File: config.mk
export PLATFORM = sky130hd
export DESIGN_NAME = fft_bfly_r2
export DESIGN_NICKNAME = d
export VERILOG_FILES = /design/src/rtl/fft_bfly_r2.sv
export SDC_FILE = /design/constraint.sdc
export NUM_CORES = 2
export LEC_CHECK = 0
export CORE_UTILIZATION = 63
export DETAILED_ROUTE_END_ITERATION = 16
export PLACE_DENSITY = 0.88
export SLEW_MARGIN = 25
export SYNTH_ARGS = -nofsm -noshare
export SYNTH_HDL_FRONTEND = slang
export SYNTH_SLANG_ARGS = --single-unit
File: constraint.sdc
create_clock -name clk -period 11.6 [get_ports clk]
set_input_delay 2.9 -clock clk [delete_from_list [all_inputs] [get_ports clk]]
set_output_delay 2.9 -clock clk [all_outputs]
set_load 0.02 [all_outputs]
File: src/rtl/fft_bfly_r2.sv
// Three-stage radix-2 DIT butterfly: X0 = A + B*W, X1 = A - B*W.
// Define BFLY_SCALE_EN to halve both results with round-half-up.
module fft_bfly_r2 #(
    parameter int N_BFLY = 8,
    parameter int CNT_W  = 3
) (
    input  logic             clk,
    input  logic             rst,
    input  logic             in_valid,
    output logic             in_ready,
    input  logic [16:0]      a_re,
    input  logic [16:0]      a_im,
    input  logic [16:0]      b_re,
    input  logic [16:0]      b_im,
    input  logic [7:0]       w_re,
    input  logic [7:0]       w_im,
    output logic             out_valid,
    input  logic             out_ready,
    output logic [17:0]      x0_re,
    output logic [17:0]      x0_im,
    output logic [17:0]      x1_re,
    output logic [17:0]      x1_im,
    output logic             out_last,
    output logic [CNT_W-1:0] bfly_idx
);

    localparam logic [CNT_W-1:0] LAST = CNT_W'(N_BFLY - 1);

    // Sign-magnitude product so the fraction truncates toward zero.
    function automatic logic [16:0] pmul(input logic [16:0] x,
                                         input logic [7:0]  w);
        logic [16:0] ax;
        logic [7:0]  aw;
        logic [24:0] pr;
        logic [16:0] q;
        ax = x[16] ? (~x + 17'd1) : x;
        aw = w[7] ? (~w + 8'd1) : w;
        pr = 25'(ax) * 25'(aw);
        q  = 17'(pr >> 7);
        return (x[16] ^ w[7]) ? (~q + 17'd1) : q;
    endfunction

    function automatic logic [17:0] fin(input logic [18:0] s);
        logic [18:0] t;
`ifdef BFLY_SCALE_EN
        t = 19'($signed(s + 19'd1) >>> 1);
`else
        t = s;
`endif
        return 18'(t);
    endfunction

    logic        v1_q, v2_q, v3_q;
    logic [16:0] a_re1_q, a_im1_q, b_re1_q, b_im1_q;
    logic [7:0]  w_re1_q, w_im1_q;
    logic [16:0] a_re2_q, a_im2_q;
    logic [17:0] m_re_q, m_im_q, m_re_d, m_im_d;
    logic [17:0] x0_re_q, x0_im_q, x1_re_q, x1_im_q;
    logic [17:0] x0_re_d, x0_im_d, x1_re_d, x1_im_d;
    logic [16:0] p_rr, p_ii, p_ri, p_ir;
    logic [18:0] ar19, ai19, mr19, mi19;
    logic [CNT_W-1:0] idx_q;
    logic        adv;

    assign adv = !v3_q || out_ready;

    always_comb begin
        p_rr   = pmul(b_re1_q, w_re1_q);
        p_ii   = pmul(b_im1_q, w_im1_q);
        p_ri   = pmul(b_re1_q, w_im1_q);
        p_ir   = pmul(b_im1_q, w_re1_q);
        m_re_d = {p_rr[16], p_rr} - {p_ii[16], p_ii};
        m_im_d = {p_ri[16], p_ri} + {p_ir[16], p_ir};
    end

    always_comb begin
        ar19    = {{2{a_re2_q[16]}}, a_re2_q};
        ai19    = {{2{a_im2_q[16]}}, a_im2_q};
        mr19    = {m_re_q[17], m_re_q};
        mi19    = {m_im_q[17], m_im_q};
        x0_re_d = fin(ar19 + mr19);
        x0_im_d = fin(ai19 + mi19);
        x1_re_d = fin(ar19 - mr19);
        x1_im_d = fin(ai19 - mi19);
    end

    always_ff @(posedge clk or posedge rst) begin
        if (rst) begin
            v1_q    <= 1'b0;
            v2_q    <= 1'b0;
            v3_q    <= 1'b0;
            a_re1_q <= '0;
            a_im1_q <= '0;
            b_re1_q <= '0;
            b_im1_q <= '0;
            w_re1_q <= '0;
            w_im1_q <= '0;
            a_re2_q <= '0;
            a_im2_q <= '0;
            m_re_q  <= '0;
            m_im_q  <= '0;
            x0_re_q <= '0;
            x0_im_q <= '0;
            x1_re_q <= '0;
            x1_im_q <= '0;
        end else if (adv) begin
            v1_q <= in_valid;
            v2_q <= v1_q;
            v3_q <= v2_q;
            if (in_valid) begin
                a_re1_q <= a_re;
                a_im1_q <= a_im;
                b_re1_q <= b_re;
                b_im1_q <= b_im;
                w_re1_q <= w_re;
                w_im1_q <= w_im;
            end
            a_re2_q <= a_re1_q;
            a_im2_q <= a_im1_q;
            m_re_q  <= m_re_d;
            m_im_q  <= m_im_d;
            x0_re_q <= x0_re_d;
            x0_im_q <= x0_im_d;
            x1_re_q <= x1_re_d;
            x1_im_q <= x1_im_d;
        end
    end

    always_ff @(posedge clk or posedge rst) begin
        if (rst) begin
            idx_q <= '0;
        end else if (v3_q && out_ready) begin
            idx_q <= (idx_q == LAST) ? '0 : idx_q + 1'b1;
        end
    end

    assign in_ready  = adv;
    assign out_valid = v3_q;
    assign x0_re     = x0_re_q;
    assign x0_im     = x0_im_q;
    assign x1_re     = x1_re_q;
    assign x1_im     = x1_im_q;
    assign bfly_idx  = idx_q;
    assign out_last  = v3_q && (idx_q == LAST);

endmodule
==> impl_metrics.ini <==
[timing]
setup-violations-final = 0
fmax_mhz = 100
clock_skew_ps = 38.7
hold_violations = 0
maxSlewHeadroom = 0.224
report.final.slew_viol_count = 0
period_share = 0.862
fin_setup_tns_ps = 0
rsz0062_at_grt = false
worst_pin_slew_ps = 1160
min_period_ps = 10000

[floorplan]
initial_core_util = 0.644
ios = 166
num_rows = 80
core_um2 = 48000
die_h_um = 224
dieWidth_um = 224
die-area_um2 = 50000

[yosys]
synth_fp_nets = 4346
ys_types = 73
syn_area_per_cell_um2 = 8.53
ys_warn_count = 0
synth_edf_count = 0
synth.largest_area_cell = fa_1
synth_top_area_frac = 0.232
synth_ff_type = dfrtp_1
synthMostInstantiatedCell = nor2_1
synthTopCellsByCount = nor2_1, inv_1, nand2_1, fa_1, ha_1
syn-instance-count = 3628
async_reset_ff_frac = 1.00
synth_top_cells_by_area = fa_1, dfrtp_1, ha_1
ys_seq_area_frac = 0.186
syn_area_um2 = 30900
ys_seq_elements = 230

[routing]
viasPerCell = 6.01
wl_per_cell_um = 19.4
drc = 0
routed_wl_um = 84400
dr.pass1.iters = 8
via_count = 26213
ant_nets = 0
drt_iter0_drc = 2656

[clock_network]
hold_buffers = 0
h-tree-depth = 1
cts_max_path_buffers = 3
worstSkewPairLatency_ps = 610
cts_resized = 0
cts_root_buffer = clkbuf_16
cts_setup_buffers = 0
numCtsBuffers = 27
clk_pin_slew_worst_paths_ps = 60
cts.sinks = 230
cts_tree = built

[critical_path]
cp_max_fo = 19
worst_r2r_startpoint = w_re1_q[0]$_DFFE_PP0P_
crit_buf_inv = 2
worstSetupEndpointType = register
crit_start = w_re1_q[0]$_DFFE_PP0P_
crit_type = reg2reg
cp-start-kind = register
cpMostUsedCell = fa_1
cp_slowest_stage_delay_ps = 760
rrSetupSlack_ps = 1600
crit_required_ps = 12100
critPathTopFamily = adder cells
crit_slowest_cell = dfrtp_1
cp_data_arrival_time_ps = 10500

[worst_hold_path]
min-delay-start = a_im1_q[7]$_DFFE_PP0P_
min_path_type = reg2reg

[final_layout]
stdcell_area_um2 = 34400
diodes = 0
nets = 4444
drive_above_1_share = 0.0657
synthToLayoutAreaGrowth_pct = 11.1

[grt]
grt_max_degree = 101
track_usage = 0.341
overflow = 0
antenna_found_initial = 0
first_global_vias = 26070
grt_pass1_wl_um = 135000

[flow_run]
drv_cap = 0

[place]
dp_hpwl_um = 65300
io_buffers = 165
placed_cell_area_um2 = 33400
gp_congestion = 0.981

[status]
status = finished clean
==> metal layers <==
metal	up-vias	GRT usage	wire [µm]
met1	12690	0.457	33500
met3	252	0.0626	8330
met4	0	0.141	3890
met2	1387	0.548	38700
li1	11884	-	-
met5	-	0	0
==> cell families (layout without fill, tap and decap cells) <==
| logic type | after synthesis | in the layout | synth area share |
|---|---|---|---|
| AND/OR/NAND/NOR | 1250 | 1250 | 0.177 |
| buffers and inverters | 632 | 749 | 0.0772 |
| adder cells (fa/ha/maj) | 630 | 630 | 0.342 |
| AO/OA/AOI/OAI | 515 | 515 | 0.105 |
| XOR/XNOR | 271 | 271 | 0.0767 |
| flip-flops | 230 | 230 | 0.186 |
| multiplexers | 100 | 100 | 0.0361 |
==> stage by stage <==
stage | util | instances | worst slack (ps) | hold WS (ps)
3_5_place_dp | 0.694 | 4311 | 1830 | 453
6_report | 0.715 | 4360 | 1600 | 467
4_1_cts | 0.714 | 4359 | 1810 | 467
2_1_floorplan | - | 3628 | 2400 | 430
3_3_place_gp | 0.694 | 4311 | 2170 | 441
5_1_grt | 0.715 | 4360 | 1020 | 489
==> worst min-delay path: cells and delay by family (launching register included) <==
| kind | cells | cell delay, ps |
|---|---|---|
| DFF | 1 | 340 |
| and+or+nand+nor | 2 | 100 |
==> cells in the final DEF, fill, tap and decap left out, types with 7 or more instances in the layout <==
cell,n
nor3_1,49
nand2b_1,40
or3_1,36
and3_1,24
dfrtp_1,230
nor2b_1,31
a211o_1,8
mux2i_1,9
a21o_1,26
buf_4,49
ha_1,272
a21boi_0,9
o2111ai_1,10
or4_1,12
a21oi_1,151
o21bai_1,14
nand2_1,389
a22oi_1,7
clkdlybuf4s50_1,165
and2_1,15
a31oi_1,19
inv_1,482
a211oi_1,18
fa_1,358
o31ai_1,44
o21ai_0,128
xor2_2,23
xor2_1,74
nor3b_1,8
nand4_1,11
clkbuf_16,27
o21a_1,12
mux2_2,89
nor2_1,541
or2_2,13
nand3_1,42
o211ai_1,9
xnor2_1,169
nor4_1,10
==> flip-flops by register name (all words and copies together) (netlist names), 3 cells and up <==
register / flops
b_im1_q: 17
a_re2_q: 17
bfly_idx: 3
x0_re: 17
w_re1_q: 8
x1_re: 18
w_im1_q: 8
m_re_q: 18
x0_im: 17
a_im2_q: 17
a_im1_q: 17
a_re1_q: 17
m_im_q: 18
x1_im: 18
b_re1_q: 17
==> worst paths after layout <==
path | end | cells after the start
worst max-delay path | m_re_q[15]$_DFFE_PP0N_ | 25
worst min-delay path | a_im2_q[7]$_DFFE_PP0N_ | 2
worst max register to register | m_re_q[15]$_DFFE_PP0N_ | 25
worst min register to register | a_im2_q[7]$_DFFE_PP0N_ | 2
max in group asynchronous | a_re2_q[0]$_DFFE_PP0N_ | 3
min in group asynchronous | x1_im[6]$_DFFE_PP0N_ | 2
==> area by class of cell <==
type	count	area, µm²
fill	3506	13700
timing repair buffer	215	2050
inverter	486	1830
clock inverter	14	179
multi-input combinational	2766	23000
sequential	230	5760
clock buffer	34	742
tap	615	769
Power is left out: the tool's default activity adds up to more than one toggle a clock period on the data nets, which glitch-free logic cannot reach.
